File: config.mk
export PLATFORM = sky130hd
export DESIGN_NAME = if_fetch
export DESIGN_NICKNAME = d
export VERILOG_FILES = /design/src/rtl/lc3b_types.sv /design/src/rtl/if_fetch.sv
export SDC_FILE = /design/constraint.sdc
export NUM_CORES = 1
export LEC_CHECK = 0
export BUFFER_PORTS_ARGS = -buffer_cell sky130_fd_sc_hd__buf_2
export CAP_MARGIN = 25
export CELL_PAD_IN_SITES_DETAIL_PLACEMENT = 0
export CELL_PAD_IN_SITES_GLOBAL_PLACEMENT = 2
export CORE_ASPECT_RATIO = 1.5
export CORE_MARGIN = 5
export CORE_UTILIZATION = 31
export CTS_CLUSTER_SIZE = 14
export DETAILED_ROUTE_END_ITERATION = 8
export GPL_TIMING_DRIVEN = 0
export MAX_ROUTING_LAYER = met4
export PLACE_DENSITY = 0.85
export SYNTH_ARGS = -nofsm -noshare
export SYNTH_HDL_FRONTEND = slang
export SYNTH_SLANG_ARGS = --single-unit
File: constraint.sdc
create_clock -name clk -period 2.1 [get_ports clk]
set_input_delay 0.315 -clock clk [delete_from_list [all_inputs] [get_ports clk]]
set_output_delay 0.315 -clock clk [all_outputs]
set_load 0.01 [all_outputs]
File: src/rtl/lc3b_types.sv
// Core-wide LC-3b types and constants shared by the pipeline stages.
package lc3b_types;

    typedef logic [15:0] lc3b_word;

    // Instruction-fetch controller states
    typedef enum logic [1:0] {
        FETCH  = 2'd0,
        HOLD   = 2'd1,
        SQUASH = 2'd2
    } fetch_state_t;

    // Default fetch parameters for core-wide use
    localparam lc3b_word LC3B_RESET_PC = 16'h0000;
    localparam lc3b_word LC3B_PC_STEP  = 16'd2;

endpackage

File: src/rtl/if_fetch.sv
// LC-3b instruction-fetch stage: owns the PC, reads instruction memory and
// hands {pc, instr} plus an advance strobe to the IF/ID register. Honours
// downstream stall and redirect, and squashes a fetch made stale by a redirect.
module if_fetch
    import lc3b_types::*;
#(
    parameter lc3b_word RESET_PC = LC3B_RESET_PC,
    parameter lc3b_word PC_STEP  = LC3B_PC_STEP
) (
    input  logic        clk,
    input  logic        rst_n,
    input  logic        stall,
    input  logic        redirect,
    input  logic [15:0] redirect_pc,
    output logic        imem_read,
    output logic [15:0] imem_address,
    input  logic [15:0] imem_rdata,
    input  logic        imem_resp,
    output logic [15:0] pc_out,
    output logic [15:0] instr_out,
    output logic        advance
);

    fetch_state_t state_q, state_d;
    lc3b_word     pc_q, pc_d;
    lc3b_word     held_q, held_d;
    lc3b_word     target_q, target_d;
    lc3b_word     redir_pc;
    lc3b_word     pc_inc;

    // Instructions are word aligned, so the redirect target's low bit is dropped
    assign redir_pc = redirect_pc & 16'hFFFE;
    assign pc_inc   = pc_q + PC_STEP;

    // State register, PC, held instruction and squash target
    always_ff @(posedge clk or negedge rst_n) begin
        if (!rst_n) begin
            state_q  <= FETCH;
            pc_q     <= RESET_PC;
            held_q   <= 16'h0000;
            target_q <= 16'h0000;
        end else begin
            state_q  <= state_d;
            pc_q     <= pc_d;
            held_q   <= held_d;
            target_q <= target_d;
        end
    end

    // Next-state and next-PC selection; redirect outranks stall
    always_comb begin
        state_d  = state_q;
        pc_d     = pc_q;
        held_d   = held_q;
        target_d = target_q;
        unique case (state_q)
            FETCH: begin
                if (imem_resp) begin
                    if (redirect) begin
                        pc_d = redir_pc;
                    end else if (!stall) begin
                        pc_d = pc_inc;
                    end else begin
                        held_d  = imem_rdata;
                        state_d = HOLD;
                    end
                end else if (redirect) begin
                    // Read in flight cannot be retargeted; remember where to go
                    target_d = redir_pc;
                    state_d  = SQUASH;
                end
            end
            HOLD: begin
                if (redirect) begin
                    pc_d    = redir_pc;
                    state_d = FETCH;
                end else if (!stall) begin
                    pc_d    = pc_inc;
                    state_d = FETCH;
                end
            end
            SQUASH: begin
                if (imem_resp) begin
                    pc_d    = redirect ? redir_pc : target_q;
                    state_d = FETCH;
                end else if (redirect) begin
                    target_d = redir_pc;
                end
            end
            default: state_d = FETCH;
        endcase
    end

    // Memory request and IF/ID outputs; everything quiet while in reset
    always_comb begin
        imem_read    = 1'b0;
        imem_address = pc_q;
        pc_out       = pc_q;
        instr_out    = held_q;
        advance      = 1'b0;
        if (!rst_n) begin
            instr_out = 16'h0000;
        end else begin
            unique case (state_q)
                FETCH: begin
                    imem_read = 1'b1;
                    if (imem_resp) begin
                        instr_out = imem_rdata;
                        advance   = !redirect && !stall;
                    end
                end
                HOLD: begin
                    advance = !redirect && !stall;
                end
                SQUASH: begin
                    imem_read = 1'b1;
                end
                default: ;
            endcase
        end
    end

endmodule

==> impl_metrics.toml <==
[outcome]
status = "finished, final reports clean"

[logic_synthesis]
ys_ff_latch = 50
cell_type_with_the_largest_total_area_after_synthesis = "dfrtp_1"
total_nets_after_synthesis = 330
avg_cell_area_syn_sq_um = 10.1
yosys-top-cells-area = "dfrtp_1 42%, mux2_2 8.0%, nand2_1 5.3%"
synth_top_area_frac = 0.424
synth_top_cells_by_count = "50 x dfrtp_1, 42 x nand2_1, 21 x mux2_2"
synth_edf_count = 0
async_flop_share = 1.00
yosys.cell_count.top_type = "dfrtp_1"
yosysWarningCount = 0
synth.distinct_cells = 50
ys_seq_area_frac = 0.424
postSynthCellCount = 292
dominantRegCellSynth = "dfrtp_1"
cell_area_after_synthesis_sq_mm = 0.00295

[sta]
max_freq_mhz = 503
final.setup.worst_slack_ns = 0.113
max_transition_viols_final = 0
timing.clock.skew_ns = 0.00939
slew-limit-headroom = 0.580
final-hold-violation-count = 0
period_utilization_post_route = 0.946
fin_crit_period_ns = 1.99
transition_time_at_the_pin_with_the_least_slew_margin_ns = 0.630
setup_viol = 0

[worst_setup_path]
critical_path.max_stage_delay_ns = 0.37
setup.worst_path.start_class = "flip-flop"
critical_path_class = "flip-flop to primary output"
timing.critical_path.to_type = "primary output"
cp_num_buf_inv = 3
worst-path-stages = 7
worstRegToRegCells = 6
critical_path_peak_fanout = 17
timing.critical_path.cells = "buf_6, nor2_2, and2_1, buf_12, nand2_1, a21boi_0, buf_2"
worstPathRequired_ns = 1.78
critPathArrivalTime_ns = 1.67
cpMaxStageDelayCell = "dfrtp_1"
path_delay_family = "buffers and inverters"

[global_route]
grt-busiest-layer = "met2"
grt_max_degree = 32
antenna_found_initial = 0
grt_util_met3 = 0.0229
groute.layer.met1.usage = 0.180
grt_overflow = 0
grt_pass1_vias = 2601
grt_pass1_wl_mm = 13.3
groute.layer.met2.usage = 0.256
track_usage = 0.152

[floorplanning]
starting_density_of_the_core = 0.317
die-height_microns = 130
io-pin-count = 87
floorplan.rows = 43
die-width_microns = 89.7
die-area_sq_mm = 0.0116
core_sq_mm = 0.00931

[route]
post-route-drc-count = 0
detail_route.iter0.violations = 76
route.final.wire_length_mm = 8.28
route.detailed.wl_per_inst_microns = 16.7
route.detailed.vias_per_inst = 5.11
vias = 2542
ant_nets = 0
detail_route.first_pass.iterations = 4

[finish]
final_core_utilization = 0.404
design_area_sq_mm = 0.00376
nets = 423
drive_gt1_frac = 0.423
areaGrowthSynthToFinish_pct = 27.2
antenna-diode-count = 0

[cts]
clockRootBuffer = "clkbuf_16"
htree_num_levels = 2
cts_setup_buffers = 0
clkLatencyLatePin_ns = 0.29
clock_slew_seen_by_the_registers_of_the_worst_setup_and_hold_paths_ns = 0.07
clockBufferDepth = 2
clkSinkCount = 50
cts_buffers = 5
tritoncts_clock_tree = "yes"

[place]
dp_worst_slack_ns = -0.135
place_hpwl_mm = 6.22
portBuffers = 84
postPlaceCellArea_sq_mm = 0.00353
last_weighted_congestion_value_of_the_routability_driven_placer = 0.764

[power]
vdd_drop_max_v = 0.000514
internal_power_w = 0.00224
power.density_cell_area_mw_per_mm2 = 855
power.leakage_nw = 1.81
sequentialPowerShare = 0.412
netSwitchingFraction = 0.301
p_clk_frac = 0.296
combinationalPowerShare = 0.293
power.switching_w = 0.000969

[hold_path]
hp-class = "input pin to async pin"

[run]
maxCapViolCount = 0
## sequential cells by signal (all words and copies together) (netlist names)
name	flops
state_q	2
imem_address	16
held_q	16
target_q	16
## placed cells by master (no fill, tap or decap), types with 2 or more instances in the layout
master     instances
nor2b_1            3
clkbuf_16          5
nand2_1           41
a21o_1             5
a211oi_1           3
a22o_1             4
nor2_2             3
buf_2             88
mux2_2            21
and2_1             5
nor3_1             2
a31oi_1            3
a41oi_1            3
mux2_4            10
o2bb2ai_1          5
dfrtp_1           49
a21boi_1           5
buf_4             20
nand2_2            2
o311ai_0           2
o31ai_1            2
and4_1             4
o22ai_1            3
buf_12             2
and3_1             6
o21ai_0           10
a21oi_1            9
nand4_1            5
buf_6              3
a21boi_0          11
nand3_1            8
nor2_1             4
o22a_1             2
inv_1              6
nand2b_1           3
clkbuf_1           5
## cell families after synthesis
family                   after synthesis  share of synthesized area
AND/OR/NAND/NOR                       93                      0.168
AO/OA/AOI/OAI                         74                      0.181
multiplexers                          32                      0.134
flip-flops                            50                      0.424
adder cells (fa/ha/maj)                1                    0.00424
buffers and inverters                 42                     0.0890
## final timing paths
kind | startpoint | end | slack, ns
max in group asynchronous | rst_n | state_q[1] | 1.21
setup / recovery | state_q[0] | instr_out[4] | 0.11
setup reg to reg | imem_address[1] | imem_address[9] | 0.31
hold / removal | rst_n | target_q[14] | 0.04
min in group clk | redirect_pc[1] | target_q[1] | 0.24
hold reg to reg | target_q[4] | target_q[4] | 0.50
## worst register-to-register path, stage by stage (launching register included)
cell      delay, ns
dfrtp_1        0.42
ha_1           0.24
and4_1         0.19
buf_2          0.19
nand4_1        0.14
o311ai_0       0.35
a22o_1         0.20
## cell type report
type	instances	area, sq um
fill	953	5550
multi-input combinational	200	1440
sequential	50	1250
timing repair buffer	87	480
buffer	34	248
tap	112	140
clock buffer	6	139
clock inverter	1	30.0
inverter	7	26.3
## what timing repair did
action,4_1_cts,5_1_grt
setup endpoints to repair,11,15
gates resized for setup,3,10
hold buffers,1,0
hold endpoints to repair,20,0
## power groups by stage
| stage | Combinational [W] | Sequential, W | Clock (W) |
|---|---|---|---|
| CTS | 0.000942 | 0.00132 | 0.000978 |
| global placement | 0.000924 | 0.00133 | 0 |
| floorplan | 0.000582 | 0.00133 | 0 |
| detailed placement | 0.000939 | 0.00134 | 0 |
| global route | 0.00105 | 0.00135 | 0.00101 |
| finish | 0.000941 | 0.00132 | 0.000950 |
## through the flow
stage | instances | power, W | TNS [ns] | hold WS (ns)
after floorplan | 292 | 0.00191 | 0 | 0.0194
after global placement | 488 | 0.00225 | -4.03 | 0.482
after detailed placement | 489 | 0.00228 | -1.14 | 0.360
after CTS | 496 | 0.00324 | 0 | 0.0532
after global routing | 497 | 0.00342 | -0.00131 | 0.0689
final | 497 | 0.00321 | 0 | 0.0431
## metal layers
layer  routed length (microns)  vias to the layer above
li1                          -                     1227
met1                      3290                     1223
met2                      4300                       78
met3                       495                       14
met4                       189                        0
met5                         0                        -
No activity file was read; power rests on OpenSTA's default activity.
